File: src/rtl/booth_prod_accum.sv
// booth_prod_accum: sums groups of N_TERMS signed 8-bit products from the
// Booth multiplier into one signed ACC_W-bit result. The result is presented
// on a registered, back-pressurable output.
// Optional feature: define SAT_ACC_EN for saturating adds and the ovf flag.
// Without it, the adds wrap modulo 2^ACC_W and ovf is tied to 0.
// Ports:
//   clk, n_rst          clock (rising edge), async active-low reset
//   clear               synchronous abort of the current group/result
//   in_valid/in_ready   product handshake; in_product is signed 8-bit
//   out_valid/out_ready result handshake; out_sum is signed ACC_W-bit
//   ovf                 saturation seen in the reported group
//   busy                group in progress or result pending
module booth_prod_accum #(
  parameter int unsigned N_TERMS = 4,
  parameter int unsigned ACC_W   = 10
) (
  input  logic             clk,
  input  logic             n_rst,
  input  logic             clear,
  input  logic             in_valid,
  output logic             in_ready,
  input  logic [7:0]       in_product,
  output logic             out_valid,
  input  logic             out_ready,
  output logic [ACC_W-1:0] out_sum,
  output logic             ovf,
  output logic             busy
);

  localparam int unsigned CNT_W = (N_TERMS > 1) ? $clog2(N_TERMS) : 1;
  localparam logic [CNT_W-1:0] LAST_CNT = CNT_W'(N_TERMS - 1);

  typedef enum logic [1:0] {IDLE, ACC, HOLD} state_t;

  state_t                  state, state_n;
  logic signed [ACC_W-1:0] acc, acc_n;
  logic signed [ACC_W-1:0] prod_ext;
  logic signed [ACC_W-1:0] add;
  logic [CNT_W-1:0]        cnt, cnt_n;
  logic [ACC_W-1:0]        out_sum_n;
  logic                    out_valid_n;

  assign prod_ext = ACC_W'($signed(in_product));

`ifdef SAT_ACC_EN
  logic                    sticky, sticky_n;
  logic                    ovf_n;
  logic                    sat_now;
  logic signed [ACC_W:0]   wide;

  // One guard bit; a disagreement between the top two bits means the
  // sum left the ACC_W range, and the guard bit gives its direction.
  assign wide    = (ACC_W+1)'(acc) + (ACC_W+1)'(prod_ext);
  assign sat_now = wide[ACC_W] ^ wide[ACC_W-1];
  assign add     = !sat_now    ? wide[ACC_W-1:0] :
                   wide[ACC_W] ? {1'b1, {(ACC_W-1){1'b0}}} :
                                 {1'b0, {(ACC_W-1){1'b1}}};
`else
  assign add = acc + prod_ext;
`endif

  // Handshake and status decode straight from the state register.
  assign in_ready = (state != HOLD);
  assign busy     = (state != IDLE);

  // State and datapath registers.
  always_ff @(posedge clk or negedge n_rst) begin
    if (!n_rst) begin
      state     <= IDLE;
      acc       <= '0;
      cnt       <= '0;
      out_sum   <= '0;
      out_valid <= 1'b0;
`ifdef SAT_ACC_EN
      sticky    <= 1'b0;
      ovf       <= 1'b0;
`endif
    end else begin
      state     <= state_n;
      acc       <= acc_n;
      cnt       <= cnt_n;
      out_sum   <= out_sum_n;
      out_valid <= out_valid_n;
`ifdef SAT_ACC_EN
      sticky    <= sticky_n;
      ovf       <= ovf_n;
`endif
    end
  end

`ifndef SAT_ACC_EN
  assign ovf = 1'b0;
`endif

  // Next-state and next-datapath logic; clear overrides everything.
  always_comb begin
    state_n     = state;
    acc_n       = acc;
    cnt_n       = cnt;
    out_sum_n   = out_sum;
    out_valid_n = out_valid;
`ifdef SAT_ACC_EN
    sticky_n    = sticky;
    ovf_n       = ovf;
`endif
    if (clear) begin
      state_n     = IDLE;
      acc_n       = '0;
      cnt_n       = '0;
      out_valid_n = 1'b0;
`ifdef SAT_ACC_EN
      sticky_n    = 1'b0;
      ovf_n       = 1'b0;
`endif
    end else begin
      case (state)
        IDLE, ACC: begin
          if (in_valid) begin
            if (cnt == LAST_CNT) begin
              out_sum_n   = add;
              out_valid_n = 1'b1;
              acc_n       = '0;
              cnt_n       = '0;
              state_n     = HOLD;
`ifdef SAT_ACC_EN
              ovf_n       = sticky | sat_now;
              sticky_n    = 1'b0;
`endif
            end else begin
              acc_n   = add;
              cnt_n   = cnt + CNT_W'(1);
              state_n = ACC;
`ifdef SAT_ACC_EN
              sticky_n = sticky | sat_now;
`endif
            end
          end
        end
        HOLD: begin
          if (out_ready) begin
            out_valid_n = 1'b0;
            state_n     = IDLE;
          end
        end
        default: state_n = IDLE;
      endcase
    end
  end

endmodule
File: config.mk
export PLATFORM = sky130hd
export DESIGN_NAME = booth_prod_accum
export DESIGN_NICKNAME = d
export VERILOG_FILES = /design/src/rtl/booth_prod_accum.sv
export SDC_FILE = /design/constraint.sdc
export NUM_CORES = 1
export LEC_CHECK = 0
export CAP_MARGIN = 20
export CELL_PAD_IN_SITES_DETAIL_PLACEMENT = 0
export CELL_PAD_IN_SITES_GLOBAL_PLACEMENT = 1
export CORE_MARGIN = 2
export CORE_UTILIZATION = 27
export CTS_BUF_LIST = sky130_fd_sc_hd__clkbuf_8
export CTS_CLUSTER_SIZE = 20
export DETAILED_ROUTE_END_ITERATION = 16
export GPL_ROUTABILITY_DRIVEN = 0
export PLACE_DENSITY_LB_ADDON = 0.1
export REMOVE_ABC_BUFFERS = 1
export SLEW_MARGIN = 20
export SYNTH_ARGS = -nofsm -noshare
export SYNTH_HDL_FRONTEND = slang
export SYNTH_SLANG_ARGS = --single-unit
File: constraint.sdc
create_clock -name clk -period 2.8 [get_ports clk]
set_clock_uncertainty 0.2 [all_clocks]
set_input_delay 0.42 -clock clk [delete_from_list [all_inputs] [get_ports clk]]
set_output_delay 0.42 -clock clk [all_outputs]
set_load 0.02 [all_outputs]
* Yosys cells after proc, flatten, opt, wreduce, memory -nomap -nowiden *
Cells that the tools add are included.

storage, ports and cells
  register bits = 25
  output and inout bits = 14
  logic and storage cells = 43

operators by class
  $add $sub $neg = 2
  eq/ne operators = 7
  multiplexer cells = 18
  bitwise gates (word level) = 1
  reduce and logical (&&, ||, !) cells = 10

operators with widths
  operator               number
  $mux W10               4
  $mux W2                8
  $add A10 B8 Y10        1
  $ne A3 B3 Y1 const B   3
  $reduce_and A4 Y1      2
  $reduce_bool A2 Y1     3
  $eq A2 B2 Y1 const B   2
  $mux W1                4
  $pmux W2 S2            1
  $reduce_and A2 Y1      2
  $reduce_bool A3 Y1     1
  $add A2 B1 Y2 const B  1
  $eq A2 B1 Y1 const B   1
  $logic_not A2 Y1       1
  $ne A2 B2 Y1 const B   1
  $pmux W1 S2            1
  $reduce_or A2 Y1       1
  $not A1 Y1             1

* Longest topological paths before layout *
  word-level depth = 5
  mapped depth = 9

* Least setup slack after synthesis *
No wires, ideal clock.

  kind = input to register
  start point = input port in_product[3]
  end point = register out_sum[9]
  setup time = 0.083 ns
  arrival time = 2.000 ns
  required time = 2.517 ns
  slack = 0.518 ns
  stages on the path = 7
  buffers on the path = 0
  cells stage by stage = ha_1 -> a21o_1 -> a21oi_1 -> a211oi_1 -> or4_4 -> xnor2_1 -> o21ai_0

between the ends
  longest elaborated chain between the ends = 1

RTL lines
  what                  RTL line  source
  start, declared       22        input logic [7:0] in_product,
  $add A10 B8 Y10       59        assign add = acc + prod_ext;
  end signal, assigned  82        out_sum <= out_sum_n;
  end, declared         25        output logic [ACC_W-1:0] out_sum,

Every way passes these cells.
A chain may end at the register's enable or synchronous reset.

* Final worst setup path *
  start point = input port in_product[0]
  end point = register out_sum[8]

Same word-level chain as after synthesis.

==> key figures <==
Placement
  • Port bufs: 25
  • Placed cell area: 0.001782 mm2
  • Post-detail-place hpwl: 2318 um
  • Placement-stage worst setup slack: -31.07 ps

Critical path
  • Setup crit start: in_product[0]
  • Flop-to-flop setup slack: 480 ps
  • Startpoint Class: input pin
  • Reg-to-reg endpoint: out_sum[9]
  • Setup CP Type: in -> reg
  • End of the critical path: out_sum[8]
  • Worst endpoint required time: 2760 ps
  • Worst R2R Path Depth: 8
  • Crit-path max FO: 2
  • CP Data Arrival Time: 2510 ps
  • Worst R2R Start: acc[3]
  • CP Capture Type: register

Floorplan
  • # IOs: 27
  • Initial Utilization: 27.76%
  • Die X: 76.24 um
  • Die height: 76.24 um
  • Core Box Area: 0.005075 mm2
  • Die ar.: 0.005812 mm2
  • Core Rows: 26

Global routing
  • Gr usage total: 11.26%
  • Vias in the first global route: 1042
  • Pin count of the biggest net entering global routing: 26
  • First-pass GRT wire length: 5209 um
  • Grt total ovfl: 0
  • Initial antenna violation count: 0

Synth
  • Syn Std Cell Area: 0.001409 mm2
  • Count leader, synth: dfrtp_1
  • Ys async rst share: 100.0%
  • Synth Register Bits: 25
  • Synth cell count leaders: dfrtp_1 (25), nand2_1 (11), ha_1 (10)
  • Number of distinct library cells after synthesis: 36
  • Top cells by area, synth: dfrtp_1 (44%), ha_1 (8.9%), mux2_2 (6.4%)
  • Yosys top cell by area: dfrtp_1
  • Synth top area share: 44.40%
  • Yosys warning count: 0
  • Mapped Avg Cell Area: 10.75 um2
  • Main flop type after synthesis: dfrtp_1
  • Register area share after synthesis: 44.40%
  • Syn Inst Count: 131
  • Number of synthesized flops with an enable pin: 0

CTS
  • Clock Tree Root: clkbuf_8
  • Num CTS Buffers: 3
  • Clock Sinks: 25
  • CTS Buffer Depth: 2
  • Reg clk slew, reported paths: 90 ps
  • Post-CTS setup buffers: 0
  • # H-tree levels: 1
  • Skew-Pair Late Insertion Delay: 260 ps
  • CTS tree: built
  • PostCTS Resize Cnt: 0
  • # hold bufs at CTS: 0

STA
  • Worst hold slack: 287.0 ps
  • Slew Viols, Final: 0
  • Final period util: 91.24%
  • Setup ws final: 245.4 ps
  • Min Tclk post-route: 2555 ps
  • Final setup viols: 0
  • RSZ-0062 raised after global routing: no
  • Hold Vio Cnt, Final: 0
  • FMAX: 391.4 MHz

Drt
  • Mean routed wirelength per cell: 13.38 um
  • Number of remaining DRC errors: 0
  • DRT Wirelength: 3118 um
  • Remaining antenna violation count: 0
  • First-pass DRT Iterations: 4
  • Initial drt markers: 49
  • Vias per cell: 4.524
  • Routed vias: 1054

Power
  • Pleak: 0.8513 nW
  • Cell Pwr Density: 614.2 mW/mm2
  • Final Power: 1.122 mW
  • Worst vdd ir: 0.0001820 V

Finish
  • Layout cells sized above 1: 16.56%
  • Area Growth Syn to Fin: 29.66%
  • Antenna Cells: 0
  • Fin nets: 188
  • Finished layout cell area: 0.001827 mm2

Outcome
  • Outcome: complete, no violations

Flow run
  • Max-cap viol count: 0

Worst hold path
  • Hold Path Class: reg -> reg
## layer usage
metal,routed length (um),share of wire (%),vias to the layer above,GRT usage [%]
li1,-,-,530,-
met1,1599,51,504,15.66
met2,1386,44,18,17.43
met3,107,3.4,2,2.370
met4,25,0.80,0,3.818
met5,0,0,-,0
## state kept, by name, indices dropped and copies added, names as in the netlist
signal     count
acc           10
out_sum       10
cnt            2
state          2
out_valid      1
## cell families (layout without fill, tap and decap cells)
group	after synthesis	count (layout)	synth area share (%)
buf+inv	11	43	3.375
fa+ha+maj	11	11	10.30
compound gates	34	34	17.05
mux	10	10	7.816
simple gates	31	31	11.81
xor+xnor	8	8	4.974
other cells	1	1	0.2662
flops	25	25	44.40
## stage by stage
stage | std cells | setup TNS (ps) | utilization (%)
2_1_floorplan | 126 | 0 | -
3_3_place_gp | 229 | -185.3 | 35.11
3_5_place_dp | 229 | -31.07 | 35.11
4_1_cts | 233 | 0 | 36.00
5_1_grt | 233 | 0 | 36.00
6_report | 233 | 0 | 36.00
## report_power, final
| group | internal [mW] | switching [mW] |
|---|---|---|
| clock network | 0.0981 | 0.114 |
| registers | 0.430 | 0.0386 |
| logic | 0.229 | 0.213 |
| total | 0.756 | 0.366 |
## layout by cell type, fill, tap and decap left out, drive strengths merged
master / synthesis / layout
nor2b: 5 / 5
or4: 1 / 1
a21o: 5 / 5
o31ai: 2 / 2
a21boi: 1 / 1
xnor2: 5 / 5
a22o: 6 / 6
inv: 6 / 7
nor2: 5 / 5
clkdlybuf4s50: 0 / 25
o221ai: 1 / 1
xor2: 3 / 3
dfrtp: 25 / 25
nor3b: 1 / 1
mux2: 8 / 8
o21a: 2 / 2
a21oi: 6 / 6
nand3: 1 / 1
mux2i: 2 / 2
fa: 1 / 1
buf: 3 / 8
and4: 1 / 1
nand2: 11 / 11
a311oi: 1 / 1
clkbuf: 2 / 3
a211oi: 1 / 1
or2: 2 / 2
o21ai: 8 / 8
ha: 10 / 10
conb: 1 / 1
nand2b: 1 / 1
nand4: 1 / 1
nor3: 2 / 2
a31oi: 1 / 1
## area by class of cell
cell class | count | area [um2]
inverters | 6 | 22.52
flip-flops and latches | 25 | 625.6
repair buffers | 33 | 310.3
well taps | 70 | 87.58
multi-input cells | 95 | 735.7
clock inverters | 1 | 3.754
clock buffers | 3 | 41.29
fillers | 535 | 3248
## worst min-delay path by stage
stage	start	endpoint	slack (ps)	cells past startpoint
after CTS	out_sum[2]	out_sum[2]	300	2
after floorplan	n_rst	acc[0]	-80	0
after global routing	acc[8]	acc[8]	330	1
after global placement	out_sum[1]	out_sum[1]	260	2
after detailed placement	out_sum[2]	out_sum[2]	270	2
final	out_sum[1]	out_sum[1]	290	2
## worst max-delay path: stages
cell and delay [ps]:
clkdlybuf4s50_1 460, ha_1 170, inv_1 60, fa_1 390
nor2b_1 130, o21a_1 140, o21ai_0 120, o21ai_0 240
xor2_1 120, mux2_2 270
No activity file was read; power rests on OpenSTA's default activity.
